--- config.mk ---
export PLATFORM = sky130hd
export DESIGN_NAME = vga_src_arbiter
export DESIGN_NICKNAME = d
export VERILOG_FILES = /design/src/rtl/vga_src_arbiter.sv
export SDC_FILE = /design/constraint.sdc
export NUM_CORES = 1
export LEC_CHECK = 0
export ABC_AREA = 1
export CAP_MARGIN = 40
export CORE_MARGIN = 4
export CORE_UTILIZATION = 45
export CTS_CLUSTER_SIZE = 14
export DETAILED_ROUTE_END_ITERATION = 8
export PLACE_DENSITY = 0.95
export REMOVE_ABC_BUFFERS = 1
export SLEW_MARGIN = 10
export SYNTH_ARGS = -nofsm -noshare
export SYNTH_HDL_FRONTEND = slang
export SYNTH_SLANG_ARGS = --single-unit
export TNS_END_PERCENT = 20
--- constraint.sdc ---
create_clock -name clk_i -period 3.15 [get_ports clk_i]
set_input_delay 0.945 -clock clk_i [delete_from_list [all_inputs] [get_ports clk_i]]
set_output_delay 0.945 -clock clk_i [all_outputs]
set_load 0.05 [all_outputs]
--- src/rtl/vga_src_arbiter.sv ---
// Frame-synchronous arbiter that shares one VGA output between two pixel sources.
// Ownership moves only on the current owner's vsync assertion, after a minimum tenure under contention.
module vga_src_arbiter #(
  parameter int unsigned RGB_W        = 8,
  parameter int unsigned MIN_FRAMES   = 2,
  parameter bit          SYNC_ACT_LOW = 1'b1,
  parameter bit          DEFAULT_SRC  = 1'b0
) (
  input  logic             clk_i,
  input  logic             rst_ni,
  input  logic             pix_en_i,
  input  logic [1:0]       req_i,
  input  logic             h1_i,
  input  logic             v1_i,
  input  logic [RGB_W-1:0] rgb1_i,
  input  logic             h2_i,
  input  logic             v2_i,
  input  logic [RGB_W-1:0] rgb2_i,
  output logic [RGB_W-1:0] rgb_o,
  output logic             hsync_o,
  output logic             vsync_o,
  output logic [1:0]       gnt_o,
  output logic             sel_o,
  output logic             busy_o,
  output logic             frame_start_o
);

  localparam int unsigned    CNT_W     = 4;
  localparam logic           SYNC_ACT  = SYNC_ACT_LOW ? 1'b0 : 1'b1;
  localparam logic           SYNC_IDLE = ~SYNC_ACT;
  localparam logic [CNT_W-1:0] MIN_CNT = CNT_W'(MIN_FRAMES);
  localparam logic [1:0]     GNT_RST   = DEFAULT_SRC ? 2'b10 : 2'b01;

  typedef enum logic {ST_OWN, ST_PEND} state_e;

  state_e             state_q, state_d;
  logic               sel_q, sel_d;
  logic [1:0]         gnt_q, gnt_d;
  logic [CNT_W-1:0]   cnt_q, cnt_d;
  logic               vs_prev_q, vs_prev_d;
  logic               busy_q, busy_d;
  logic               fs_q, fs_d;
  logic [RGB_W-1:0]   rgb_q, rgb_d;
  logic               hs_q, hs_d;
  logic               vs_q, vs_d;

  logic other_c, vs_act_c, vs_other_act_c, frame_start_c, sw_ok_c;

  // Owner frame edge and switch eligibility
  always_comb begin
    other_c        = ~sel_q;
    vs_act_c       = ((sel_q ? v2_i : v1_i) == SYNC_ACT);
    vs_other_act_c = ((other_c ? v2_i : v1_i) == SYNC_ACT);
    frame_start_c  = pix_en_i & vs_act_c & ~vs_prev_q;
    sw_ok_c        = req_i[other_c] & (~req_i[sel_q] | (cnt_q >= MIN_CNT));
  end

  // Next-state: datapath capture, tenure counting and ownership FSM
  always_comb begin
    state_d   = state_q;
    sel_d     = sel_q;
    cnt_d     = cnt_q;
    vs_prev_d = vs_prev_q;
    rgb_d     = rgb_q;
    hs_d      = hs_q;
    vs_d      = vs_q;
    fs_d      = 1'b0;
    if (pix_en_i) begin
      rgb_d     = sel_q ? rgb2_i : rgb1_i;
      hs_d      = sel_q ? h2_i : h1_i;
      vs_d      = sel_q ? v2_i : v1_i;
      fs_d      = frame_start_c;
      vs_prev_d = vs_act_c;
      case (state_q)
        ST_OWN: begin
          if (frame_start_c && (cnt_q < MIN_CNT)) cnt_d = cnt_q + CNT_W'(1);
          if (sw_ok_c) state_d = ST_PEND;
        end
        ST_PEND: begin
          if (!req_i[other_c]) begin
            state_d = ST_OWN;
          end else if (frame_start_c) begin
            // New owner's current vsync level seeds edge detection to avoid a false edge
            state_d   = ST_OWN;
            sel_d     = other_c;
            cnt_d     = '0;
            vs_prev_d = vs_other_act_c;
          end
        end
        default: state_d = ST_OWN;
      endcase
    end
    busy_d = (state_d == ST_PEND);
    gnt_d  = sel_d ? 2'b10 : 2'b01;
  end

  always_ff @(posedge clk_i or negedge rst_ni) begin
    if (!rst_ni) begin
      state_q   <= ST_OWN;
      sel_q     <= DEFAULT_SRC;
      gnt_q     <= GNT_RST;
      cnt_q     <= '0;
      vs_prev_q <= 1'b0;
      busy_q    <= 1'b0;
      fs_q      <= 1'b0;
      rgb_q     <= '0;
      hs_q      <= SYNC_IDLE;
      vs_q      <= SYNC_IDLE;
    end else begin
      state_q   <= state_d;
      sel_q     <= sel_d;
      gnt_q     <= gnt_d;
      cnt_q     <= cnt_d;
      vs_prev_q <= vs_prev_d;
      busy_q    <= busy_d;
      fs_q      <= fs_d;
      rgb_q     <= rgb_d;
      hs_q      <= hs_d;
      vs_q      <= vs_d;
    end
  end

  assign rgb_o         = rgb_q;
  assign hsync_o       = hs_q;
  assign vsync_o       = vs_q;
  assign gnt_o         = gnt_q;
  assign sel_o         = sel_q;
  assign busy_o        = busy_q;
  assign frame_start_o = fs_q;

endmodule
# == After elaboration in Yosys (flattened, before gate mapping) ==
# Index checks and enable logic that the tools add are counted.
# word_totals
register_bits,20
input_bits,25
out_inout_bits,15
wordCells,54
# classes
addsub,1
n_lt_le_gt_ge,4
n_eq_ne,3
mux,25
bitwise_logic,10
n_reduce_logical,2
# ops
op,n
2-to-1 mux 1 bit,18
2-to-1 mux 4 bit,3
2-to-1 mux 8 bit,1
case mux 4 bit (2 select lines),1
inverter 1 bit,6
adder 4 x 1 -> 4 bit (second input constant),1
>= comparator 4 x 2 -> 1 bit (second input constant),1
less-than comparator 1 x 2 -> 1 bit (second input constant),2
less-than comparator 4 x 2 -> 1 bit (second input constant),1
inequality test 2 x 1 -> 1 bit (second input constant),2
AND reduction 4 bit,1
AND 1 bit,3
2-to-1 mux 2 bit,1
inequality test 2 bit (second input constant),1
case mux 1 bit (2 select lines),1
logical AND 1 bit,1
bitwise OR 1 bit,1

# == Depth between registers and ports, before layout ==
# Gate-level depths: netlist of run 1.
# logic_depth
ltp_word,9
depth_mapped,9

# == Worst setup path after synthesis of run 1 ==
# No wires, ideal clock.
# synth_timing
path_type,flip-flop to output port
start,register (tool-made name)
end,output port gnt_o[1]
arrival_ns,1.002
t_required_ns,2.205
slack_ns,1.203
path_stages_with_launch,2
path_buffers,1
cell_sequence,dfrtp_1 -> buf_4
# synth_rtl
item,line_no,rtl
to (decl),22,"output logic [1:0] gnt_o,"

==> flow_summary.toml, run 1 <==
[run_status]
status = "completed"

[worst_setup_path]
max_stage_delay_ns = 0.89
cp_max_fo = 17
cp_cell_sequence = "clkdlybuf4s50_1"
path_delay_family = "buffers and inverters"
critPathKind = "reg2out"
crit_buf_inv = 1
end_kind = "output port"
critical_path.slowest_cell = "clkdlybuf4s50_1"
arrival_ns = 1.83
cp-start-kind = "flip-flop"
worst_ep_required_time_ns = 2.20

[clock_network]
clockBufferDepth = 2
cts_tree = "done"
clkTransAtPathRegs_ns = 0.10
post_cts_resized = 0
clkLatencyLatePin_ns = 0.29
ctsHoldBuffers = 0
post_cts_buffers = 0
htreeDepth = 1
root_buffer = "clkbuf_4"
cts_made_buffers = 3
cts.sinks = 19

[yosys]
netlist_area_um2 = 962
synthFlopType = "dfrtp_1"
synth_area_leaders = "dfrtp_1 (42%), nand2_1 (11%), o21ai_0 (10%)"
synth_most_common_cell = "nand2_1"
synth-seq-cells = 19
synth_cells = 121
synth.distinct_cells = 21
synth_seq_area_share = 0.498
synth_async_sr_flop_share = 1.00
synth_edf_count = 0
synth_top_area_cell = "dfrtp_1"
yosysTopAreaCellShare = 0.416
synth_commonest_cells = "nand2_1 (28), o21ai_0 (20), nor2_1 (18)"
yosys_warnings = 0
syn_area_per_cell_um2 = 7.95

[run]
maxCapViolCount = 0

[power_and_ir_drop]
power.density_nw_per_um2 = 848
power_leakage_nw = 0.631
max-vdd-ir-drop_v = 0.000466

[floorplan]
io_pins = 40
dieWidth_um = 54.2
dieArea_um2 = 2940
die_y_um = 54.2
start_util = 0.481
coreArea_um2 = 2000
rows = 16

[sta]
worst_slew_pin_slew_ns = 0.832
setup_viol = 0
skew_ns = 0.00332
max_slew_margin = 0.444
hold_viol_final = 0
min_period_over_period = 0.880
drv_slew = 0
fin_setup_tns_ns = 0
post-route-min-period_ns = 2.77
fin_ws_ns = 0.378
fmax_mhz = 361
rsz0062_at_grt = "no"

[placement]
gp_congestion = 0.772
dpl_worst_slack_ns = 0.556
place_hpwl_um = 1970
port_buffers = 39

[global_route]
grt_pass1_wl_um = 3890
grt_usage = 0.184
grt_max_degree = 20
first_global_vias = 913
grt-ovfl-total = 0
antenna_found_initial = 0

[routing]
wl_per_cell_um = 13.5
firstDrtPassIters = 5
drt_iter0_drc = 34
wl_um = 2520
avgViaCountPerCell = 5.10
ant_nets = 0
drc_errors = 0
via_count = 948

[cells_and_area]
nets = 187
insertedDiodeCount = 0
drive_above_1_share = 0.0881
area_growth_pct = 44.5

[hold_path]
hold_class = "reg2reg"
## stage by stage
stage | instance area [um2] | instances | hold WS, ns | util | total power [mW]
2_1_floorplan | 940 | 116 | 0.483 | - | 0.830
3_3_place_gp | 1360 | 182 | 0.477 | 0.681 | 1.04
3_5_place_dp | 1360 | 182 | 0.482 | 0.681 | 1.07
4_1_cts | 1390 | 186 | 0.505 | 0.694 | 1.18
5_1_grt | 1390 | 186 | 0.524 | 0.694 | 1.26
6_report | 1390 | 186 | 0.499 | 0.694 | 1.18
## kinds of logic after synthesis
| logic type | after synthesis | synth area share |
|---|---|---|
| xor gates and xnor gates | 1 | 0.00910 |
| and+or+nand+nor | 58 | 0.260 |
| adders and majority gates | 2 | 0.0260 |
| DFF | 19 | 0.498 |
| buffers and inverters | 16 | 0.0663 |
| AOI/OAI and AO/OA | 25 | 0.140 |
## final cells by class
type	instances	area, um2
Clock buffer	4	26.3
Fill cell	144	612
Inverter	11	41.3
Multi-Input combinational cell	86	419
Sequential cell	19	479
Tap cell	27	33.8
Timing Repair Buffer	39	390
## power breakdown
group / internal (mW) / switching, mW
Clock: 0.0492 / 0.0692
Sequential: 0.329 / 0.0805
Combinational: 0.217 / 0.433
Total: 0.595 / 0.583
## state kept, by name (all words and copies together) (netlist names), named ones only
| register | flops |
|---|---|
| frame_start_o | 1 |
| hsync_o | 1 |
| vsync_o | 1 |
| cnt_q | 4 |
| vs_prev_q | 1 |
| gnt_o | 1 |
| rgb_o | 8 |
| busy_o | 1 |
## layout by cell type, fill, tap and decap left out, drive strengths merged
cell           Yosys  routed
clkdlybuf4s50      0      39
nor3               1       1
nor2              19      19
clkbuf             4       4
ha                 2       2
dfrtp             16      16
a21boi             1       1
nand3              6       6
dfstp              3       3
o21ai             23      23
or2                1       1
inv               11      11
a21oi              1       1
nand2             30      30
xnor2              1       1
nand4              1       1
## worst paths after layout
check                          start         to  slack, ns  cells past startpoint
min in group asynchronous     rst_ni   cnt_q[0]       1.12                      1
hold / removal              rgb_o[4]   rgb_o[4]       0.50                      2
setup / recovery           flip-flop   gnt_o[1]       0.38                      1
setup reg to reg           flip-flop   cnt_q[2]       1.49                      7
hold reg to reg             rgb_o[4]   rgb_o[4]       0.50                      2
max in group asynchronous     rst_ni  vs_prev_q       1.51                      1
## routing by layer
metal	GRT usage	vias to the layer above	part of all wire
met5	0	-	0
met4	0.0622	0	0.011
met3	0.0354	4	0.091
met2	0.343	49	0.48
met1	0.207	432	0.42
li1	-	463	-
Power figures use the tool's default switching activity.
==> run 2, diff against run 1 <==
GPL_ROUTABILITY_DRIVEN = 0   (was not set)
RECOVER_POWER = 100   (was not set)
clock period = 3.2 ns   (was 3.15 ns; I/O delays follow)
==> run 2 against run 1 <==
Against the previous run: clock power about the same; die area unchanged; first-iteration DRC count down 32%; via count up 1.1%; sequential share of layout area up 0.25 points; sequential cell count unchanged; critical path depth unchanged; power down 4.4%; count of clock-buffer cells in the layout unchanged; clock skew about the same; critical path type unchanged.
==> flow_summary.toml, run 2 (synthesized netlist as in run 1, its figures left out) <==
[floorplan]
io_pins = 40
coreArea_um2 = 2000
dieWidth_um = 54.2
dieArea_um2 = 2940
rows = 16
die_y_um = 54.2
start_util = 0.481

[global_route]
grt_max_degree = 20
grt-ovfl-total = 0
grt_pass1_wl_um = 3890
first_global_vias = 913
grt_usage = 0.184
antenna_found_initial = 0

[clock_network]
clockBufferDepth = 2
post_cts_buffers = 0
ctsHoldBuffers = 0
htreeDepth = 1
root_buffer = "clkbuf_4"
cts.sinks = 19
clkLatencyLatePin_ns = 0.29
clkTransAtPathRegs_ns = 0.10
post_cts_resized = 0
cts_made_buffers = 3
cts_tree = "done"

[worst_setup_path]
worst_ep_required_time_ns = 2.24
cp_cell_sequence = "dlygate4sd3_1"
crit_buf_inv = 1
cp-start-kind = "flip-flop"
end_kind = "output port"
critical_path.slowest_cell = "dlygate4sd3_1"
max_stage_delay_ns = 0.94
rr_endpoint = "cnt_q[2]"
critPathKind = "reg2out"
regToRegSetupSlack_ns = 1.41
path_delay_family = "buffers and inverters"
worst-r2r-cell-count = 7
arrival_ns = 1.87
cp_max_fo = 17

[sta]
drv_slew = 0
hold_viol_final = 0
setup_viol = 0
min_period_over_period = 0.884
worst_slew_pin_slew_ns = 0.839
fin_setup_tns_ns = 0
skew_ns = 0.00320
max_slew_margin = 0.439
fmax_mhz = 353
hold-worst-slack_ns = 0.493
rsz0062_at_grt = "no"
post-route-min-period_ns = 2.83

[routing]
firstDrtPassIters = 4
via_count = 958
drt_iter0_drc = 23
wl_um = 2490
drc_errors = 0
ant_nets = 0
wl_per_cell_um = 13.4
avgViaCountPerCell = 5.15

[power_and_ir_drop]
pwr-share-comb = 0.542
power.total_mw = 1.13
p_int_mw = 0.560
p_clk_frac = 0.104
power_leakage_nw = 0.638
max-vdd-ir-drop_v = 0.000441
power.density_nw_per_um2 = 816
p_sw_frac = 0.503
p_sw_mw = 0.566
pwr-share-seq = 0.354

[placement]
place_hpwl_um = 1970
port_buffers = 39
placed_cell_area_um2 = 1360
dp.cells = 182

[cells_and_area]
layout_common_cells = "nand2_1 (28), clkdlybuf4s50_1 (22), o21ai_0 (21)"
insertedDiodeCount = 0
largest_reg_flops = 8
fillers = 146
finalNonFillerCells = 186
area_growth_pct = 43.4
nets = 187
final_cell_area_um2 = 1380
final_common_cell = "nand2_1"
drive_above_1_share = 0.0755

[hold_path]
hold_class = "reg2reg"
min_from = "rgb_o[4]"
hold_depth = 2
hold_end = "rgb_o[4]"

[run]
maxCapViolCount = 0

[run_status]
status = "completed"
-- run 2: routing by layer --
metal / routed length, um / global-route usage / vias to the layer above
met5: 0 / 0 / -
met2: 1210 / 0.343 / 48
met4: 45 / 0.0622 / 0
met3: 216 / 0.0354 / 7
met1: 1020 / 0.207 / 440
li1: - / - / 463
-- run 2: layout make-up --
type	instances	area, um2	share of cell area
Timing Repair Buffer	39	390	0.283
Clock buffer	4	26.3	0.0190
Inverter	11	41.3	0.0299
Tap cell	27	33.8	0.0245
Sequential cell	19	479	0.347
Multi-Input combinational cell	86	409	0.296
-- run 2: worst min-delay path: stages, from the launching register on --
cell and delay (ns):
dfrtp_1 0.35, nand2_1 0.05, o21ai_0 0.06
-- run 2: worst max-delay path by stage --
stage,from,to,depth (start not counted)
final,flip-flop,gnt_o[1],1
after global routing,flip-flop,gnt_o[1],1
after CTS,flip-flop,sel_o,1
after detailed placement,pix_en_i,cnt_q[0],6
after global placement,pix_en_i,cnt_q[1],6
after floorplan,flip-flop,cnt_q[1],7
-- run 2: power by group through the flow --
| stage | sequential, mW | combinational, mW | clock, mW |
|---|---|---|---|
| global route | 0.409 | 0.665 | 0.133 |
| global placement | 0.401 | 0.622 | 0 |
| detailed placement | 0.407 | 0.642 | 0 |
| finish | 0.399 | 0.611 | 0.117 |
| floorplan | 0.618 | 0.199 | 0 |
| CTS | 0.401 | 0.643 | 0.119 |
-- run 2: through the flow --
stage                util  setup slack, ns
global route        0.689            0.272
CTS                 0.694            0.416
floorplan               -             1.13
global placement    0.681            0.711
finish              0.689            0.371
detailed placement  0.681            0.591
==> run 3, diff against run 2 <==
CAP_MARGIN = not set   (was 40)
==> results of run 3 <==
No change in the layout: final DEF, timing and power equal those of run 2.
